$ cat config.mk
export PLATFORM = sky130hd
export DESIGN_NAME = piso_serializer
export DESIGN_NICKNAME = d
export VERILOG_FILES = /design/src/rtl/piso_serializer.sv
export SDC_FILE = /design/constraint.sdc
export NUM_CORES = 1
export LEC_CHECK = 0
export ABC_AREA = 1
export BUFFER_PORTS_ARGS = -buffer_cell sky130_fd_sc_hd__buf_4
export CORE_AREA = 2 2 39 41
export CTS_BUF_LIST = sky130_fd_sc_hd__clkbuf_8
export CTS_CLUSTER_DIAMETER = 30
export DETAILED_ROUTE_END_ITERATION = 7
export DIE_AREA = 0 0 41 43
export SLEW_MARGIN = 10
export SYNTH_ARGS = -nofsm -noshare
export SYNTH_HDL_FRONTEND = slang
export SYNTH_SLANG_ARGS = --single-unit
export TNS_END_PERCENT = 1
$ cat constraint.sdc
create_clock -name clk -period 3.18 [get_ports clk]
set_clock_uncertainty 0.2 [all_clocks]
set_input_delay 0.477 -clock clk [delete_from_list [all_inputs] [get_ports clk]]
set_output_delay 0.477 -clock clk [all_outputs]
set_load 0.02 [all_outputs]
$ cat src/rtl/piso_serializer.sv
// piso_serializer: parallel-in, serial-out shift register with a load
// handshake. A WIDTH-bit word is emitted one bit per clock with a valid
// strobe and a last-bit marker; back-to-back words leave no idle gap.
// Optional even-parity trailer bit: define PISO_PARITY_EN.
module piso_serializer #(
   parameter int WIDTH     = 4,
   parameter bit MSB_FIRST = 1'b1
) (
   input  logic             clk,
   input  logic             rst,
   input  logic             load_valid,
   output logic             load_ready,
   input  logic [WIDTH-1:0] Data_in,
   output logic             Data_out,
   output logic             out_valid,
   output logic             out_last,
   output logic             busy
);

`ifdef PISO_PARITY_EN
   localparam int FL = WIDTH + 1;
`else
   localparam int FL = WIDTH;
`endif
   localparam int CNT_W = (FL > 1) ? $clog2(FL) : 1;
   localparam logic [CNT_W-1:0] LAST_IDX = CNT_W'(FL - 1);

   typedef enum logic {IDLE, SHIFT} state_t;

   state_t           state;
   logic [WIDTH-1:0] shreg;
   logic [CNT_W-1:0] cnt;
   logic [CNT_W-1:0] cnt_next;
   logic             accept;
`ifdef PISO_PARITY_EN
   localparam logic [CNT_W-1:0] PAR_IDX = CNT_W'(WIDTH);
   logic             parity_bit;
`endif

   // Bit that leaves the word first, depending on shift direction.
   function automatic logic head_bit(input logic [WIDTH-1:0] w);
      return MSB_FIRST ? w[WIDTH-1] : w[0];
   endfunction

   // Move the next bit into the head position.
   function automatic logic [WIDTH-1:0] advance(input logic [WIDTH-1:0] w);
      return MSB_FIRST ? (w << 1) : (w >> 1);
   endfunction

   // Ready in IDLE or on the final bit of a frame, so a new word can
   // follow the current one with no gap.
   assign load_ready = (state == IDLE) || out_last;
   assign accept     = load_valid && load_ready;
   assign cnt_next   = cnt + 1'b1;

   // Frame sequencer: load, shift, and return to idle at end of frame.
   always_ff @(posedge clk or posedge rst) begin
      if (rst) begin
         state     <= IDLE;
         shreg     <= '0;
         cnt       <= '0;
         Data_out  <= 1'b0;
         out_valid <= 1'b0;
         out_last  <= 1'b0;
         busy      <= 1'b0;
`ifdef PISO_PARITY_EN
         parity_bit <= 1'b0;
`endif
      end else if (accept) begin
         // Fresh word: first bit goes straight out, the rest waits in shreg.
         state     <= SHIFT;
         shreg     <= advance(Data_in);
         cnt       <= '0;
         Data_out  <= head_bit(Data_in);
         out_valid <= 1'b1;
         out_last  <= (LAST_IDX == '0);
         busy      <= 1'b1;
`ifdef PISO_PARITY_EN
         parity_bit <= ^Data_in;
`endif
      end else if (state == SHIFT && !out_last) begin
         shreg     <= advance(shreg);
         cnt       <= cnt_next;
`ifdef PISO_PARITY_EN
         Data_out  <= (cnt_next == PAR_IDX) ? parity_bit : head_bit(shreg);
`else
         Data_out  <= head_bit(shreg);
`endif
         out_valid <= 1'b1;
         out_last  <= (cnt_next == LAST_IDX);
      end else begin
         // Idle, or frame finished with nothing waiting to follow.
         state     <= IDLE;
         cnt       <= '0;
         Data_out  <= 1'b0;
         out_valid <= 1'b0;
         out_last  <= 1'b0;
         busy      <= 1'b0;
      end
   end

endmodule

==> out/summary.txt, run 1 <==
die area - 1760 µm²
DPL Wire Length - 477 µm
Setup Crit Path Kind - flip-flop to primary output
Starting Density - 26.3%
cell depth of the worst setup path - 3
area share of the largest cell type after synthesis - 61.9%
# clock sinks - 9
critical path endpoint - load_ready
CP startpoint kind - flip-flop
clock root buffer - clkbuf_8
cells after synthesis - 38
DRC Markers - 0
commonest non-fill, non-tap cell in the layout - buf_4
drt total wl - 658 µm
CP Data Arrival Time - 1.04 ns
measured slew at the worst slew-check pin - 0.335 ns
Crit path buffers/inverters - 2
core area - 1380 µm²
Mean Syn Cell Area - 9.58 µm²
clk slew on worst S/H paths - 0.04 ns
FP Rows - 14
Detail Route Antenna Nets - 0
Die Width - 41 µm
share of post-route cells with drive strength above 1 - 28.8%
CTS max path bufs - 2
Worst Setup SP - out_last
Max rail drop VDD - 392 µV
#FFs+latches synth - 9
# Post-CTS Setup Buffers - 0
CP top delay family - flip-flops
f_max - 0.584 GHz
leakage power total - 0.000273 µW
fin nets - 61
Setup-failing EPs final - 0
Worst R2R End - shreg[2]
slew margin rel. - 77.6%
Area contributors post-synth - dfrtp_1 (62%), nand3_1 (12%), nand2_1 (7.2%), inv_1 (6.2%), nor2_1 (4.1%)
via count - 279
wire per inst - 9.68 µm
placed insts - 64
post-route insts no fill - 68
initial DRC count - 4
CTS tree - done
initial antenna violation count - 0
CTS Buf Count - 3
number of global-route vias before repair - 265
post-synthesis sequential area ratio - 61.9%
CP required - 2.50 ns
GRT Util Overall - 10.4%
Synth Net Count - 46
hold buffers post-CTS - 0
Die Y - 43 µm
Netlist cell types - 8
slowest stage cell, crit path - dfrtp_1
CP endpoint kind - primary output
area grow syn2layout - 37.5%
drt first pass iters - 4
Crit path largest cell delay - 0.39 ns
Post-CTS Resized - 0
largest fanout on the critical path - 13
fin util - 36.2%
commonest non-fill, non-tap cells in the layout - buf_4 (11), dfrtp_1 (9), nand3_1 (9), inv_1 (7), nand2_1 (7)
Buffers on Ports - 11
Ports - 12
Mapped Area - 364 µm²
H-tree levels - 1
r2r setup slk - 2.07 ns
R2R depth - 4
PD cells - 1050 nW/µm²
Max Transition Viols Final - 0
fill cell count - 151
post-layout min period - 1.71 ns
Ys Warns - 0
Post-Route Setup TNS - 0 ns
Maximum Capacitance Violations - 0
largest net degree at the start of global routing - 14
Yosys top cell by area - dfrtp_1
Tot Pwr - 525 µW
ANT cells - 0
Hold Path Class - input port to asynchronous set/reset pin
Hold Violations, Final - 0
Clk Latency, worst-skew pair - 0.23 ns
total grt overflow - 0
status - finished clean
RR Startpoint - out_last
GPL Wtd Cong - 0.719
critical-path cell list - inv_1 > nand2_2 > buf_4
global-route wire length before repair - 1.13 mm
via density per instance - 4.10
post-route clock period utilization - 53.9%
RSZ-0062 raised after global routing - no
## worst register-to-register path, stage by stage (launching register included)
cell and delay (ns):
dfrtp_1 0.39, inv_1 0.07, nand2_2 0.14, nand3_1 0.11, nand3_1 0.08
## worst min-delay path by stage
stage / startpoint / to / slack, ns / cells after the start
3_5_place_dp: cnt[0] / cnt[0] / 0.22 / 1
3_3_place_gp: cnt[0] / cnt[0] / 0.21 / 1
4_1_cts: rst / shreg[3] / 0.02 / 2
2_1_floorplan: rst / Data_out / 0.10 / 1
6_report: rst / shreg[2] / 0.008 / 2
5_1_grt: rst / state / 0.04 / 2
## area by class of cell
type,instances,area (µm²),area share (%)
Clock buffer,3,41.3,8.25
Clock inverter,1,3.75,0.750
Inverter,6,22.5,4.50
Multi-Input combinational cell,22,105,21.0
Sequential cell,9,225,45.0
Tap cell,16,20.0,4.00
Timing Repair Buffer,11,82.6,16.5
## metal layers
layer  track usage, %  wire (µm)  vias up
li1                 -          -      145
met5                0          0        -
met4             8.00         21        0
met2             13.1        275       11
met3             4.71         56        2
met1             13.0        305      121
## stage by stage
stage          hold WS [ns]  cell area [µm²]  worst slack, ns
4_1_cts              0.0203              500             1.46
6_report            0.00754              500             1.47
5_1_grt              0.0409              500             1.38
3_5_place_dp          0.218              455             1.70
2_1_floorplan         0.105              364             1.75
3_3_place_gp          0.214              455             1.73
## report_power, final
group / switching (µW) / internal, µW / total, µW
clock network: 42.6 / 83.8 / 126
registers: 24.2 / 165 / 189
logic: 129 / 80.3 / 209
total: 196 / 329 / 525
## state kept, by name, indices dropped and copies added (netlist names)
signal     count
out_valid      1
state          1
out_last       1
Data_out       1
shreg          3
cnt            2
## synthesized netlist by cell type
cell and number:
nor2_1 4, buf_6 1, inv_1 6, nand2_2 1
nand3_1 9, nand2_1 7, ha_1 1, dfrtp_1 9
## logic make-up after synthesis
logic type                 after synthesis  synth area share [%]
adders and majority gates                1                  3.44
buffers and inverters                    7                  9.28
DFF                                      9                  61.9
and+or+nand+nor                         21                  25.4
Power figures use the tool's default switching activity.
==> run 2: changes to the inputs <==
==> constraint.sdc (replaced) <==
create_clock -name clk -period 1.65 [get_ports clk]
set_clock_uncertainty 0.2 [all_clocks]
set_input_delay 0.2475 -clock clk [delete_from_list [all_inputs] [get_ports clk]]
set_output_delay 0.2475 -clock clk [all_outputs]
set_load 0.02 [all_outputs]
==> run 2 against run 1 <==
Clock power grew 95%. First-iteration DRC count grew to 2.8 times the previous value. Sequential share of layout area shrank 0.88 points. Largest power group unchanged. Highest routed layer unchanged. Final cell count grew 1.5%. Sequential cell count is the same. Global-route usage shrank 0.52 points. Critical path type unchanged. Non-clock buffer count grew 1. Core utilization grew 0.72 points. Register-to-register slack lost 1.5 ns.
==> out/summary.txt, run 2 (synthesis results as in run 1) <==
Post-CTS Resized - 0 (unchanged)
# Post-CTS Setup Buffers - 0 (unchanged)
share of post-route cells with drive strength above 1 - 28.3% (-0.54 points)
GRT Util Overall - 9.85% (-0.52 points)
drt first pass iters - 4 (unchanged)
Worst R2R End - shreg[3]
Top reg by flops - shreg
net switching power - 372 µW (+90%)
Hold Path Class - input port to flip-flop
leakage power total - 0.000278 µW (+1.5%)
hold wc startpoint - Data_in[0]
slew margin rel. - 77.4% (-0.27 points)
area occupied by multi-input gates - 105 µm² (unchanged)
CP required - 1.20 ns (-1.30 ns)
via density per instance - 4.20 (+2.4%)
DRC Markers - 0 (unchanged)
Gate power share - 39.7% (-0.2 points)
Hold Violations, Final - 0 (unchanged)
DPL Wire Length - 454 µm (-4.8%)
Max rail drop VDD - 579 µV (+48%)
Die Y - 43 µm (unchanged)
r2r setup slk - 0.55 ns (-1.52 ns)
biggest regs - shreg (3), cnt (2)
Hold Slack - 0.0505 ns (+0.0429 ns)
FP Rows - 14 (unchanged)
f_max - 0.678 GHz
post-layout min period - 1.47 ns
ANT cells - 0 (unchanged)
Buffers on Ports - 11 (unchanged)
commonest non-fill, non-tap cells in the layout - buf_4 (11), dfrtp_1 (9), nand3_1 (9), inv_1 (7), nand2_1 (7)
core area - 1380 µm² (unchanged)
Ports - 12 (unchanged)
Worst Setup SP - out_last
CP startpoint kind - flip-flop
status - finished clean
fill cell count - 153 (+1.3%)
largest net degree at the start of global routing - 14 (unchanged)
hold buffers post-CTS - 1 (+1)
# clock sinks - 9 (unchanged)
register area - 225 µm² (unchanged)
Post-Route Setup TNS - 0 ns (unchanged)
die area - 1760 µm² (unchanged)
clock share of power - 24.4% (+0.3 points)
Setup-failing EPs final - 0 (unchanged)
CP Data Arrival Time - 1.03 ns (about the same)
CTS max path bufs - 2 (unchanged)
wire per inst - 9.25 µm (-4.4%)
GPL Wtd Cong - 0.718 (-0.14%)
global-route wire length before repair - 1.11 mm (-1.9%)
via count - 290 (+3.9%)
Maximum Capacitance Violations - 0 (unchanged)
CTS Buf Count - 3 (unchanged)
clock root buffer - clkbuf_8
Clk Latency, worst-skew pair - 0.23 ns (about the same)
measured slew at the worst slew-check pin - 0.339 ns (+0.00409 ns)
RSZ-0062 raised after global routing - no
post-route clock period utilization - 89.4%
largest fanout on the critical path - 13 (unchanged)
max reg flops - 3 (unchanged)
Switching Fraction - 37.0% (-0.35 points)
Die Width - 41 µm (unchanged)
cell internal pwr - 634 µW (+93%)
drt total wl - 638 µm (-3.0%)
Seq pwr share - 35.8% (-0.2 points)
hold path depth - 3
Max Transition Viols Final - 0 (unchanged)
clk slew on worst S/H paths - 0.04 ns (about the same)
commonest non-fill, non-tap cell in the layout - buf_4
Setup Crit Path Kind - flip-flop to primary output
RR Startpoint - out_last
Hold Path Sink - shreg[1]
area grow syn2layout - 40.2%
Detail Route Antenna Nets - 0 (unchanged)
fin nets - 62 (+1.6%)
initial antenna violation count - 0 (unchanged)
R2R depth - 4 (unchanged)
PD cells - 1970 nW/µm² (+88%)
CP endpoint kind - primary output
H-tree levels - 1 (unchanged)
total grt overflow - 0 (unchanged)
initial DRC count - 11 (+7)
Starting Density - 26.3% (unchanged)
number of global-route vias before repair - 282 (+6.4%)
fin util - 36.9% (+0.72 points)
CTS tree - done
[run 2: cell types whose count changed in the layout (fill, tap and decap cells not counted), sizes merged]
cell         delta
dlygate4sd3     +1
[run 2: how the worst max path moves through the flow]
stage / to / slack (ns) / depth (start not counted)
floorplan: load_ready / 0.45 / 3
global placement: load_ready / 0.43 / 3
detailed placement: load_ready / 0.41 / 3
CTS: load_ready / 0.16 / 3
global route: load_ready / 0.1 / 3
finish: load_ready / 0.18 / 3
[run 2: area by class of cell]
| cell class | count | share of cell area [%] |
|---|---|---|
| multi-input cells | 22 | 20.6 |
| flip-flops and latches | 9 | 44.1 |
| well taps | 16 | 3.92 |
| inverters | 6 | 4.41 |
| clock inverters | 1 | 0.735 |
| repair buffers | 12 | 18.1 |
| clock buffers | 3 | 8.09 |
[run 2: stage by stage]
stage / instance area, µm² / setup slack, ns / power [µW] / instances
after floorplan: 364 / 0.452 / 656 / 38
after global placement: 455 / 0.427 / 760 / 64
after detailed placement: 455 / 0.410 / 771 / 64
after CTS: 510 / 0.161 / 1030 / 69
after global routing: 510 / 0.0967 / 1100 / 69
final: 510 / 0.176 / 1010 / 69
[run 2: metal layers]
| metal | GRT usage (%) | share of wire [%] | vias to the layer above |
|---|---|---|---|
| li1 | - | - | 147 |
| met1 | 11.3 | 45 | 132 |
| met2 | 14.1 | 46 | 9 |
| met3 | 4.71 | 8.2 | 2 |
| met4 | 6.00 | 1.1 | 0 |
| met5 | 0 | 0 | - |
[run 2: power groups by stage]
stage	clock [µW]	sequential, µW	combinational [µW]
6_report	246	360	399
4_1_cts	253	362	410
3_3_place_gp	0	361	400
5_1_grt	267	375	457
3_5_place_dp	0	364	406
2_1_floorplan	0	415	241
[run 2: worst max-delay path: stages (launching register included)]
cell,delay [ns]
dfrtp_1,0.38
inv_1,0.07
nand2_2,0.14
buf_4,0.21
